`src/rtl/crtc6845_if.sv`:
```
// crtc6845_if: CPU register port of the CRT controller (strobe, select, direction, write/read data).
// Latency: dout is combinational from the currently addressed register.
// Backpressure: none; every cs strobe is accepted.
interface crtc6845_if;
    logic       cs;
    logic       rs;
    logic       rw;
    logic [7:0] din;
    logic [7:0] dout;

    modport master (output cs, rs, rw, din, input dout);
    modport slave  (input cs, rs, rw, din, output dout);
endinterface

```
`src/rtl/crtc6845.sv`:
```
// crtc6845: HD6845S-style (type 0) CRT controller; optional light pen latch enabled by CRTC_LPEN_EN.
// Latency: video outputs registered, updated on the clk edge with cclk_en; register reads combinational.
// Backpressure: none; CPU strobes always accepted, counters frozen between cclk_en pulses.
module crtc6845 #(
    parameter int MA_W = 14,
    parameter int RA_W = 5
) (
    input  logic            clk,
    input  logic            RESET_N,
    input  logic            cclk_en,
    crtc6845_if.slave       bus,
    output logic [MA_W-1:0] ma,
    output logic [RA_W-1:0] ra,
    output logic            hsync,
    output logic            vsync,
    output logic            de,
    output logic            cursor
`ifdef CRTC_LPEN_EN
    ,
    input  logic            lpen
`endif
);
    typedef enum logic {ST_NORMAL = 1'b0, ST_ADJ = 1'b1} vstate_e;

    vstate_e         state_q, state_d;
    logic [4:0]      addr_q, addr_d;
    logic [7:0]      r0_q, r0_d, r1_q, r1_d, r2_q, r2_d, r3_q, r3_d;
    logic [7:0]      r8_q, r8_d, r13_q, r13_d, r15_q, r15_d;
    logic [6:0]      r4_q, r4_d, r6_q, r6_d, r7_q, r7_d, r10_q, r10_d;
    logic [4:0]      r5_q, r5_d, r9_q, r9_d, r11_q, r11_d;
    logic [5:0]      r12_q, r12_d, r14_q, r14_d;
    logic [7:0]      hcc_q, hcc_d;
    logic [6:0]      vcc_q, vcc_d;
    logic [4:0]      rc_q, rc_d, vadj_q, vadj_d;
    logic [3:0]      hsw_q, hsw_d, vsw_q, vsw_d;
    logic [13:0]     line_base_q, line_base_d, next_base_q, next_base_d;
    logic [MA_W-1:0] ma_q, ma_d;
    logic            hde_q, hde_d, vde_q, vde_d;
    logic            hsync_q, hsync_d, vsync_q, vsync_d, de_q, de_d, cursor_q, cursor_d;
    logic            eol, row_end, new_frame;
    logic [13:0]     lin_addr;
    logic [7:0]      rd_dat;
    logic            unused_bits;
`ifdef CRTC_LPEN_EN
    logic [5:0]      r16_q, r16_d;
    logic [7:0]      r17_q, r17_d;
    logic            lpen_q, lpen_d;
    logic [13:0]     lp_ma;
    assign lp_ma = 14'(ma_q);
`endif

    always_comb begin
        state_d = state_q;   addr_d = addr_q;
        r0_d = r0_q;   r1_d = r1_q;   r2_d = r2_q;   r3_d = r3_q;   r4_d = r4_q;
        r5_d = r5_q;   r6_d = r6_q;   r7_d = r7_q;   r8_d = r8_q;   r9_d = r9_q;
        r10_d = r10_q; r11_d = r11_q; r12_d = r12_q; r13_d = r13_q; r14_d = r14_q; r15_d = r15_q;
        hcc_d = hcc_q; vcc_d = vcc_q; rc_d = rc_q;   vadj_d = vadj_q;
        hsw_d = hsw_q; vsw_d = vsw_q;
        line_base_d = line_base_q;   next_base_d = next_base_q;   ma_d = ma_q;
        hde_d = hde_q; vde_d = vde_q; hsync_d = hsync_q; vsync_d = vsync_q;
        de_d = de_q;   cursor_d = cursor_q;
        eol = 1'b0;    row_end = 1'b0; new_frame = 1'b0; lin_addr = '0;
`ifdef CRTC_LPEN_EN
        r16_d = r16_q; r17_d = r17_q; lpen_d = lpen;
        if (lpen && !lpen_q) begin
            r16_d = lp_ma[13:8];
            r17_d = lp_ma[7:0];
        end
`endif

        if (bus.cs && !bus.rs) addr_d = bus.din[4:0];
        // R16/R17 are light-pen captures and never CPU-writable
        if (bus.cs && bus.rs && !bus.rw) begin
            case (addr_q)
                5'd0:    r0_d  = bus.din;
                5'd1:    r1_d  = bus.din;
                5'd2:    r2_d  = bus.din;
                5'd3:    r3_d  = bus.din;
                5'd4:    r4_d  = bus.din[6:0];
                5'd5:    r5_d  = bus.din[4:0];
                5'd6:    r6_d  = bus.din[6:0];
                5'd7:    r7_d  = bus.din[6:0];
                5'd8:    r8_d  = bus.din;
                5'd9:    r9_d  = bus.din[4:0];
                5'd10:   r10_d = bus.din[6:0];
                5'd11:   r11_d = bus.din[4:0];
                5'd12:   r12_d = bus.din[5:0];
                5'd13:   r13_d = bus.din;
                5'd14:   r14_d = bus.din[5:0];
                5'd15:   r15_d = bus.din;
                default: ;
            endcase
        end

        if (cclk_en) begin
            eol   = (hcc_q == r0_q);
            hcc_d = eol ? 8'd0 : hcc_q + 8'd1;
            if (eol) begin
                if (state_q == ST_ADJ) begin
                    if (vadj_q == r5_q - 5'd1) begin
                        new_frame = 1'b1;
                    end else begin
                        vadj_d = vadj_q + 5'd1;
                        rc_d   = rc_q + 5'd1;
                    end
                end else if (rc_q == r9_q) begin
                    row_end = 1'b1;
                    rc_d    = 5'd0;
                    if (vcc_q == r4_q) begin
                        if (r5_q == 5'd0) begin
                            new_frame = 1'b1;
                        end else begin
                            // adjust lines keep counting raster past R9
                            state_d = ST_ADJ;
                            vadj_d  = 5'd0;
                            rc_d    = rc_q + 5'd1;
                        end
                    end else begin
                        vcc_d = vcc_q + 7'd1;
                    end
                end else begin
                    rc_d = rc_q + 5'd1;
                end
                if (row_end) line_base_d = next_base_q;
                if (new_frame) begin
                    vcc_d       = 7'd0;
                    rc_d        = 5'd0;
                    state_d     = ST_NORMAL;
                    line_base_d = {r12_q, r13_q};
                    vde_d       = 1'b1;
                end
                if (state_d == ST_NORMAL && rc_d == 5'd0 && vcc_d == r6_q) vde_d = 1'b0;
                if (vsync_q) begin
                    vsw_d = vsw_q + 4'd1;
                    if (vsw_d == r3_q[7:4]) vsync_d = 1'b0;
                end else if (state_d == ST_NORMAL && rc_d == 5'd0 && vcc_d == r7_q) begin
                    vsync_d = 1'b1;
                    vsw_d   = 4'd0;
                end
            end

            lin_addr = line_base_d + {6'd0, hcc_d};
            ma_d     = MA_W'(lin_addr);
            if (hcc_d == r1_q && rc_d == r9_q) next_base_d = lin_addr;

            // clear wins so that R1 = 0 keeps the line blank
            if (hcc_d == r1_q)      hde_d = 1'b0;
            else if (hcc_d == 8'd0) hde_d = 1'b1;

            if (hsync_q) begin
                if (hsw_q >= r3_q[3:0]) hsync_d = 1'b0;
                else                    hsw_d   = hsw_q + 4'd1;
            end else if (hcc_d == r2_q && r3_q[3:0] != 4'd0) begin
                hsync_d = 1'b1;
                hsw_d   = 4'd1;
            end

            de_d     = hde_d & vde_d;
            cursor_d = de_d && (ma_d == MA_W'({r14_q, r15_q}))
                       && (rc_d >= r10_q[4:0]) && (rc_d <= r11_q);
        end
    end

    always_comb begin
        rd_dat = 8'h00;
        case (addr_q)
            5'd14:   rd_dat = {2'b00, r14_q};
            5'd15:   rd_dat = r15_q;
`ifdef CRTC_LPEN_EN
            5'd16:   rd_dat = {2'b00, r16_q};
            5'd17:   rd_dat = r17_q;
`endif
            default: rd_dat = 8'h00;
        endcase
    end

    always_ff @(posedge clk or negedge RESET_N) begin
        if (!RESET_N) begin
            state_q <= ST_NORMAL; addr_q <= '0;
            r0_q <= '0;  r1_q <= '0;  r2_q <= '0;  r3_q <= '0;  r4_q <= '0;  r5_q <= '0;
            r6_q <= '0;  r7_q <= '0;  r8_q <= '0;  r9_q <= '0;  r10_q <= '0; r11_q <= '0;
            r12_q <= '0; r13_q <= '0; r14_q <= '0; r15_q <= '0;
            hcc_q <= '0; vcc_q <= '0; rc_q <= '0;  vadj_q <= '0; hsw_q <= '0; vsw_q <= '0;
            line_base_q <= '0; next_base_q <= '0; ma_q <= '0;
            hde_q <= 1'b0;   vde_q <= 1'b0;   hsync_q <= 1'b0; vsync_q <= 1'b0;
            de_q <= 1'b0;    cursor_q <= 1'b0;
`ifdef CRTC_LPEN_EN
            r16_q <= '0; r17_q <= '0; lpen_q <= 1'b0;
`endif
        end else begin
            state_q <= state_d; addr_q <= addr_d;
            r0_q <= r0_d;   r1_q <= r1_d;   r2_q <= r2_d;   r3_q <= r3_d;   r4_q <= r4_d;
            r5_q <= r5_d;   r6_q <= r6_d;   r7_q <= r7_d;   r8_q <= r8_d;   r9_q <= r9_d;
            r10_q <= r10_d; r11_q <= r11_d; r12_q <= r12_d; r13_q <= r13_d;
            r14_q <= r14_d; r15_q <= r15_d;
            hcc_q <= hcc_d; vcc_q <= vcc_d; rc_q <= rc_d; vadj_q <= vadj_d;
            hsw_q <= hsw_d; vsw_q <= vsw_d;
            line_base_q <= line_base_d; next_base_q <= next_base_d; ma_q <= ma_d;
            hde_q <= hde_d;     vde_q <= vde_d;     hsync_q <= hsync_d; vsync_q <= vsync_d;
            de_q <= de_d;       cursor_q <= cursor_d;
`ifdef CRTC_LPEN_EN
            r16_q <= r16_d; r17_q <= r17_d; lpen_q <= lpen_d;
`endif
        end
    end

    // R8 and the blink-mode bits are stored for software but drive nothing here
    assign unused_bits = ^{r8_q, r10_q[6:5]};

    assign bus.dout = rd_dat;
    assign ma       = ma_q;
    assign ra       = RA_W'(rc_q);
    assign hsync    = hsync_q;
    assign vsync    = vsync_q;
    assign de       = de_q;
    assign cursor   = cursor_q;
endmodule

```
`src/flat_wrapper.sv`:
```
// flat-port wrapper written by rule: the top's interface ports become plain ports
module crtc6845_flat 
#(
    parameter int MA_W = 14,
    parameter int RA_W = 5
)
  (clk, RESET_N, cclk_en, ma, ra, hsync, vsync, de, cursor, bus_cs, bus_rs, bus_rw, bus_din, bus_dout);
  crtc6845_if bus_i ();
  input  logic clk;
  input  logic RESET_N;
  input  logic cclk_en;
  output logic [MA_W-1:0] ma;
  output logic [RA_W-1:0] ra;
  output logic hsync;
  output logic vsync;
  output logic de;
  output logic cursor;
  input wire logic [$bits(bus_i.cs)-1:0] bus_cs;
  input wire logic [$bits(bus_i.rs)-1:0] bus_rs;
  input wire logic [$bits(bus_i.rw)-1:0] bus_rw;
  input wire logic [$bits(bus_i.din)-1:0] bus_din;
  output wire logic [$bits(bus_i.dout)-1:0] bus_dout;
  assign bus_i.cs = bus_cs;
  assign bus_i.rs = bus_rs;
  assign bus_i.rw = bus_rw;
  assign bus_i.din = bus_din;
  assign bus_dout = bus_i.dout;
  crtc6845 #(.MA_W(MA_W), .RA_W(RA_W)) u_core (.clk(clk), .RESET_N(RESET_N), .cclk_en(cclk_en), .bus(bus_i), .ma(ma), .ra(ra), .hsync(hsync), .vsync(vsync), .de(de), .cursor(cursor));
endmodule
```
`config.mk`:
```
export PLATFORM = sky130hd
export DESIGN_NAME = crtc6845_flat
export DESIGN_NICKNAME = d
export VERILOG_FILES = /design/src/rtl/crtc6845_if.sv /design/src/rtl/crtc6845.sv /design/src/flat_wrapper.sv
export SDC_FILE = /design/constraint.sdc
export NUM_CORES = 1
export LEC_CHECK = 0
export ABC_AREA = 0
export CELL_PAD_IN_SITES_DETAIL_PLACEMENT = 0
export CELL_PAD_IN_SITES_GLOBAL_PLACEMENT = 1
export CORE_MARGIN = 3
export CORE_UTILIZATION = 49
export DETAILED_ROUTE_END_ITERATION = 10
export HOLD_SLACK_MARGIN = 0.03
export PLACE_DENSITY = 0.88
export SETUP_SLACK_MARGIN = 0.05
export SYNTH_ARGS = -nofsm -noshare
export SYNTH_HDL_FRONTEND = slang
export SYNTH_SLANG_ARGS = --single-unit
```
`constraint.sdc`:
```
create_clock -name clk -period 6.8 [get_ports clk]
set_clock_uncertainty 0.15 [all_clocks]
set_input_delay 1.36 -clock clk [delete_from_list [all_inputs] [get_ports clk]]
set_output_delay 1.36 -clock clk [all_outputs]
set_load 0.05 [all_outputs]
```
==> results of run 1 <==
==> state kept, by name, summed over array words and instances (netlist names), 6 cells and up <==
name	cells
u_core.line_base_q	14
u_core.ma	14
u_core.next_base_q	14
u_core.hcc_q	8
u_core.r0_q	8
u_core.r13_q	8
u_core.r15_q	8
u_core.r1_q	8
u_core.r2_q	8
u_core.r3_q	8
u_core.r4_q	7
u_core.r6_q	7
u_core.r7_q	7
u_core.vcc_q	7
u_core.r12_q	6
u_core.r14_q	6
==> area by class of cell <==
type | count | area [um2]
well taps | 275 | 344.1
clock inverters | 14 | 178.9
fillers | 1864 | 9293
repair buffers | 52 | 499.2
clock buffers | 18 | 439.2
inverters | 29 | 108.9
flip-flops and latches | 188 | 4705
multi-input cells | 750 | 5653
==> synthesized netlist by cell type (all sizes together) (8+ instances only) <==
cell	instances	area share
a21o	8	0.0056
a21oi	51	0.024
a22o	10	0.0082
a31oi	12	0.0070
and2	8	0.0047
buf	19	0.0096
clkbuf	34	0.012
dfrtp	188	0.44
ha	29	0.034
inv	29	0.010
mux2	129	0.14
nand2	81	0.028
nand3	18	0.0094
nand4	9	0.0053
nor2	65	0.023
nor2b	10	0.0058
nor3	17	0.0084
nor4	13	0.012
o21ai	65	0.030
o22ai	10	0.0083
or3	10	0.0058
xnor2	48	0.039
xor2	47	0.038
==> layer usage <==
| layer | GRT usage | share of wire | routed length, um |
|---|---|---|---|
| met1 | 0.3333 | 0.46 | 12510 |
| met2 | 0.3698 | 0.46 | 12710 |
| met3 | 0.04391 | 0.053 | 1463 |
| met4 | 0.07233 | 0.025 | 689 |
| met5 | 0 | 0 | 0 |
==> critical path, stage by stage, from the launching register on <==
cell and delay (ns):
dfrtp_1 0.41, inv_1 0.08, ha_1 0.19, nor4bb_1 0.33
o211ai_1 0.14, a211o_4 0.38, a2bb2o_1 0.80, a21oi_1 0.20
a21oi_1 0.19, ha_1 0.19, inv_1 0.06, fa_1 0.41
nor2b_1 0.19, o22a_1 0.25, a2111oi_0 0.12, nor4_1 0.30
nand4_1 0.12, nor4_1 0.36, and4b_1 0.25, o2111ai_1 0.11
or4_1 0.45, o22ai_2 0.10
==> where the power goes <==
part / switching [uW] / leakage, uW / total (uW) / internal (uW)
Combinational: 1270 / 0.00264 / 2160 / 889
Clock: 477 / 0.000303 / 1050 / 569
Sequential: 293 / 0.00246 / 1720 / 1420
==> metrics by stage <==
| step | power, uW | cell area [um2] | instances | setup WS [ns] |
|---|---|---|---|---|
| 6_report | 4920 | 11930 | 1326 | 0.9607 |
| 5_1_grt | 5241 | 11930 | 1326 | 0.4493 |
| 4_1_cts | 4926 | 11930 | 1326 | 1.078 |
| 3_5_place_dp | 3871 | 11310 | 1294 | 1.113 |
| 3_3_place_gp | 3826 | 11310 | 1294 | 1.276 |
| 2_1_floorplan | 3295 | 10700 | 1020 | 1.569 |
==> kinds of logic after synthesis <==
| logic type | count (synthesis) | share of synthesized area |
|---|---|---|
| AO/OA/AOI/OAI | 212 | 0.1298 |
| XOR/XNOR | 98 | 0.08410 |
| adder cells (fa/ha/maj) | 30 | 0.03579 |
| buffers and inverters | 82 | 0.03170 |
| flip-flops | 188 | 0.4398 |
| multiplexers | 133 | 0.1424 |
| AND/OR/NAND/NOR | 277 | 0.1364 |
==> worst max path at each step <==
stage | end | slack, ns | cells past startpoint
after floorplan | u_core.cursor$_DFFE_PN0P_ | 1.57 | 22
after global placement | u_core.cursor$_DFFE_PN0P_ | 1.28 | 19
after detailed placement | u_core.cursor$_DFFE_PN0P_ | 1.11 | 21
after CTS | u_core.cursor$_DFFE_PN0P_ | 1.08 | 21
after global routing | u_core.cursor$_DFFE_PN0P_ | 0.45 | 19
final | u_core.cursor$_DFFE_PN0P_ | 0.96 | 21
==> results.toml, run 1 <==
[cts]
clock_sinks = 188
cts_buffer_depth = 2
path_clk_slew_ns = 0.07
root_buffer = "clkbuf_16"
post_cts_buffers = 0
ctsHtreeMaxLevel = 4
clk_latency_ns = 0.44
cts_tree = "built"
holdBufCountCts = 0
cts_buffers = 17
post_cts_resized = 0

[critical_path]
crit_start = "u_core.r5_q[0]$_DFFE_PN0P_"
reg2reg_depth = 21
critical_path_class = "reg -> reg"
r2r_end = "u_core.cursor$_DFFE_PN0P_"
rr_startpoint = "u_core.r5_q[0]$_DFFE_PN0P_"
required_ns = 7.01
r2r_slack_ns = 0.96
arrival_ns = 6.05
endpoint_kind = "flip-flop"
critPathLaunchType = "flip-flop"
crit_fanout = 23

[route]
avgRoutedWirePerCell_um = 20.64
num_vias = 7955
detail-route-antenna-nets = 0
drcViolationCount = 0
drtPass1Iterations = 5
drt_wl_total_um = 27380
viasPerCell = 5.999
drt_iter0_markers = 762

[synthesis]
synth_seq_cells = 188
ys_warn_count = 0
syn_area_um2 = 10700
synth_cells = 1020
synth_cell_types = 84
syn_nets = 1064
synth_async_sr_flop_share = 1.000
ys_seq_area_frac = 0.4398
synth_ff_type = "dfrtp_1"
avgSynthCellArea_um2 = 10.49
synth_edf_count = 0

[layout]
layout_commonest_cell = "dfrtp_1"
layout_common_cells = "188 x dfrtp_1, 117 x mux2_2, 81 x nand2_1"
final_core_util = 0.5621
fin_nets = 1082
num_antenna_cells = 0
syn2layout_area_growth_pct = 11.51
layout-drive-gt1-share = 0.1836

[sta]
drv_slew = 0
rsz0062_at_grt = "no"
max_freq_ghz = 0.1713
max_slew.worst_pin.slew_ns = 1.225
finalSetupViolCount = 0
slew_headroom = 0.1833
holdWs_ns = 0.3433
min_period_over_period = 0.8587
setup_tns_ns = 0
fin_crit_ns = 5.839
hold_violations = 0

[run]
maxCapViolations = 0

[floorplan]
dieArea_um2 = 23640
ios = 45
fp-row-count = 53
die_w_um = 153.8
initial_core_util = 0.5041
dieHeight_um = 153.8
fp.coreArea_um2 = 21220

[place]
place.gp.congestion = 0.9114
place_hpwl_um = 19010
numPortBuffers = 44

[worst_hold_path]
min_delay_path_depth = 1
hp-class = "reg -> reg"
holdCritStartpoint = "u_core.line_base_q[13]$_DFFE_PN0P_"
min_to = "u_core.line_base_q[13]$_DFFE_PN0P_"

[power_and_ir_drop]
power_density_nw_per_um2 = 412.5
ir_worst_vdd_mv = 0.2144
p_leak_uw = 0.005403

[grt]
antenna_found_initial = 0
grt_pass1_wl_um = 43930
grt.total_usage = 0.2352
grt_max_degree = 77
overflow = 0
grt_pass1_vias = 7786

[status]
status = "finished clean"
No activity file was read; power rests on OpenSTA's default activity.
==> inputs of run 2 (changes only) <==
--- a/config.mk
+++ b/config.mk
@@ -6,6 +6,7 @@
 export NUM_CORES = 1
 export LEC_CHECK = 0
 export ABC_AREA = 0
+export CAP_MARGIN = 20
 export CELL_PAD_IN_SITES_DETAIL_PLACEMENT = 0
 export CELL_PAD_IN_SITES_GLOBAL_PLACEMENT = 1
 export CORE_MARGIN = 3
==> run 2 against run 1 <==
Against the previous run: via count up 1.5%; flip-flop and latch count unchanged; highest routed layer unchanged; critical path type unchanged; largest power group unchanged; clock-buffer cell count up 3; combinational power about the same; critical path depth down 2; register-to-register slack worse by 0.03 ns; utilization down 0.088 points; power down 0.52%; sequential power about the same; global-route usage up 0.21 points; final cell count up 0.15%.
==> results.toml, run 2 (synthesized netlist as in run 1, its figures left out) <==
[status]
status = "finished clean"

[floorplan]
die_w_um = 153.8
fp-row-count = 53
fp.coreArea_um2 = 21220
dieHeight_um = 153.8
ios = 45
initial_core_util = 0.5041
dieArea_um2 = 23640

[power_and_ir_drop]
p_leak_uw = 0.005394
combPwrFrac = 0.443
ir_worst_vdd_mv = 0.2018
power_density_nw_per_um2 = 411.0
p_sw_frac = 0.4134
p_seq_frac = 0.350
p_switching_uw = 2024
clkPwrFrac = 0.207
p_int_uw = 2871

[layout]
num_antenna_cells = 0
layout-drive-gt1-share = 0.1823
stdcell_count = 1328
nFillCells = 1862
fin_nets = 1084
layout_common_cells = "188 x dfrtp_1, 117 x mux2_2, 81 x nand2_1"
syn2layout_area_growth_pct = 11.33
layout_commonest_cell = "dfrtp_1"

[run]
maxCapViolations = 0

[cts]
cts_buffer_depth = 2
cts_buffers = 17
cts_tree = "built"
holdBufCountCts = 0
clk_latency_ns = 0.43
path_clk_slew_ns = 0.08
root_buffer = "clkbuf_16"
post_cts_buffers = 0
post_cts_resized = 0
clock_sinks = 188
ctsHtreeMaxLevel = 4

[route]
drtPass1Iterations = 5
drt_wl_total_um = 27580
drcViolationCount = 0
viasPerCell = 6.078
detail-route-antenna-nets = 0
num_vias = 8071
avgRoutedWirePerCell_um = 20.77
drt_iter0_markers = 618

[critical_path]
rr_startpoint = "u_core.state_q$_DFFE_PN0P_"
arrival_ns = 6.08
critical_path_class = "reg -> reg"
crit_start = "u_core.state_q$_DFFE_PN0P_"
endpoint_kind = "flip-flop"
critPathLaunchType = "flip-flop"
required_ns = 7.01
crit_fanout = 23

[sta]
holdWs_ns = 0.3460
min_period_over_period = 0.8632
max_freq_ghz = 0.1704
finalSetupViolCount = 0
fin_crit_ns = 5.870
setup_tns_ns = 0
max_slew.worst_pin.slew_ns = 1.242
rsz0062_at_grt = "no"
slew_headroom = 0.1655
drv_slew = 0
hold_violations = 0

[worst_hold_path]
holdCritStartpoint = "u_core.line_base_q[13]$_DFFE_PN0P_"
hp-class = "reg -> reg"

[grt]
overflow = 0
met3_usage = 0.04419
grt_pass1_vias = 7793
grt_pass1_wl_um = 44190
grt-busiest-layer = "met2"
grt_max_degree = 77
grt.total_usage = 0.2373
antenna_found_initial = 0
met2_usage = 0.3626
grt_use_met1 = 0.3384

[place]
place.gp.congestion = 0.9114
placed_cells = 1296
place_hpwl_um = 19080
numPortBuffers = 44
-- run 2: critical path, cell delays in order, from the launching register on --
cell	delay, ns
dfrtp_1	0.48
inv_1	0.35
nand3_2	0.20
nor2_1	0.51
a2bb2o_1	0.77
a21oi_1	0.21
a21oi_1	0.19
ha_1	0.18
inv_1	0.06
fa_1	0.39
nor2b_1	0.18
o22a_1	0.25
a2111oi_0	0.12
nor4_1	0.30
nand4_1	0.12
nor4_1	0.40
and4b_1	0.27
o2111ai_1	0.11
or4_1	0.45
o22ai_2	0.10
-- run 2: final timing paths --
| path | slack [ns] | end | cells after the start |
|---|---|---|---|
| worst max-delay path | 0.93 | u_core.cursor$_DFFE_PN0P_ | 19 |
| min in group asynchronous | 0.80 | u_core.r9_q[4]$_DFFE_PN0P_ | 1 |
| worst min register to register | 0.35 | u_core.line_base_q[13]$_DFFE_PN0P_ | 1 |
| worst min-delay path | 0.35 | u_core.line_base_q[13]$_DFFE_PN0P_ | 1 |
| worst max register to register | 0.93 | u_core.cursor$_DFFE_PN0P_ | 19 |
| max in group asynchronous | 4.52 | u_core.hcc_q[4]$_DFFE_PN0P_ | 2 |
-- run 2: layout make-up --
| type | count | area (um2) | share of cell area |
|---|---|---|---|
| tap | 275 | 344.1 | 0.02889 |
| clock inverter | 11 | 133.9 | 0.01124 |
| clock buffer | 21 | 450.4 | 0.03782 |
| inverter | 29 | 108.9 | 0.009141 |
| sequential | 188 | 4705 | 0.3950 |
| multi-input combinational | 750 | 5653 | 0.4747 |
| timing repair buffer | 54 | 514.2 | 0.04318 |
-- run 2: layer usage --
| layer | part of all wire | wire, um | vias up |
|---|---|---|---|
| li1 | - | - | 3706 |
| met1 | 0.46 | 12760 | 4037 |
| met2 | 0.45 | 12320 | 276 |
| met3 | 0.058 | 1586 | 52 |
| met4 | 0.033 | 908 | 0 |
| met5 | 0 | 0 | - |
-- run 2: power by group through the flow --
stage / logic [uW] / clock network, uW / registers [uW]
finish: 2170 / 1010 / 1710
detailed placement: 2140 / 0 / 1730
global route: 2380 / 1070 / 1760
global placement: 2110 / 0 / 1720
floorplan: 1510 / 0 / 1790
CTS: 2160 / 1020 / 1710
-- run 2: per-stage QoR --
stage / area (um2) / util / total power (uW) / setup slack [ns]
finish: 11910 / 0.5612 / 4895 / 0.9304
global route: 11910 / 0.5612 / 5210 / 0.4620
CTS: 11910 / 0.5612 / 4892 / 1.047
detailed placement: 11320 / 0.5337 / 3871 / 1.136
global placement: 11310 / 0.5330 / 3826 / 1.276
floorplan: 10700 / - / 3295 / 1.569
==> inputs of run 3 (changes only) <==
--- a/config.mk
+++ b/config.mk
@@ -11,6 +11,7 @@
 export CELL_PAD_IN_SITES_GLOBAL_PLACEMENT = 1
 export CORE_MARGIN = 3
 export CORE_UTILIZATION = 49
+export CTS_CLUSTER_DIAMETER = 200
 export DETAILED_ROUTE_END_ITERATION = 10
 export HOLD_SLACK_MARGIN = 0.03
 export PLACE_DENSITY = 0.88
==> results of run 3 <==
Final layout, timing and power as in run 2 (identical DEF).
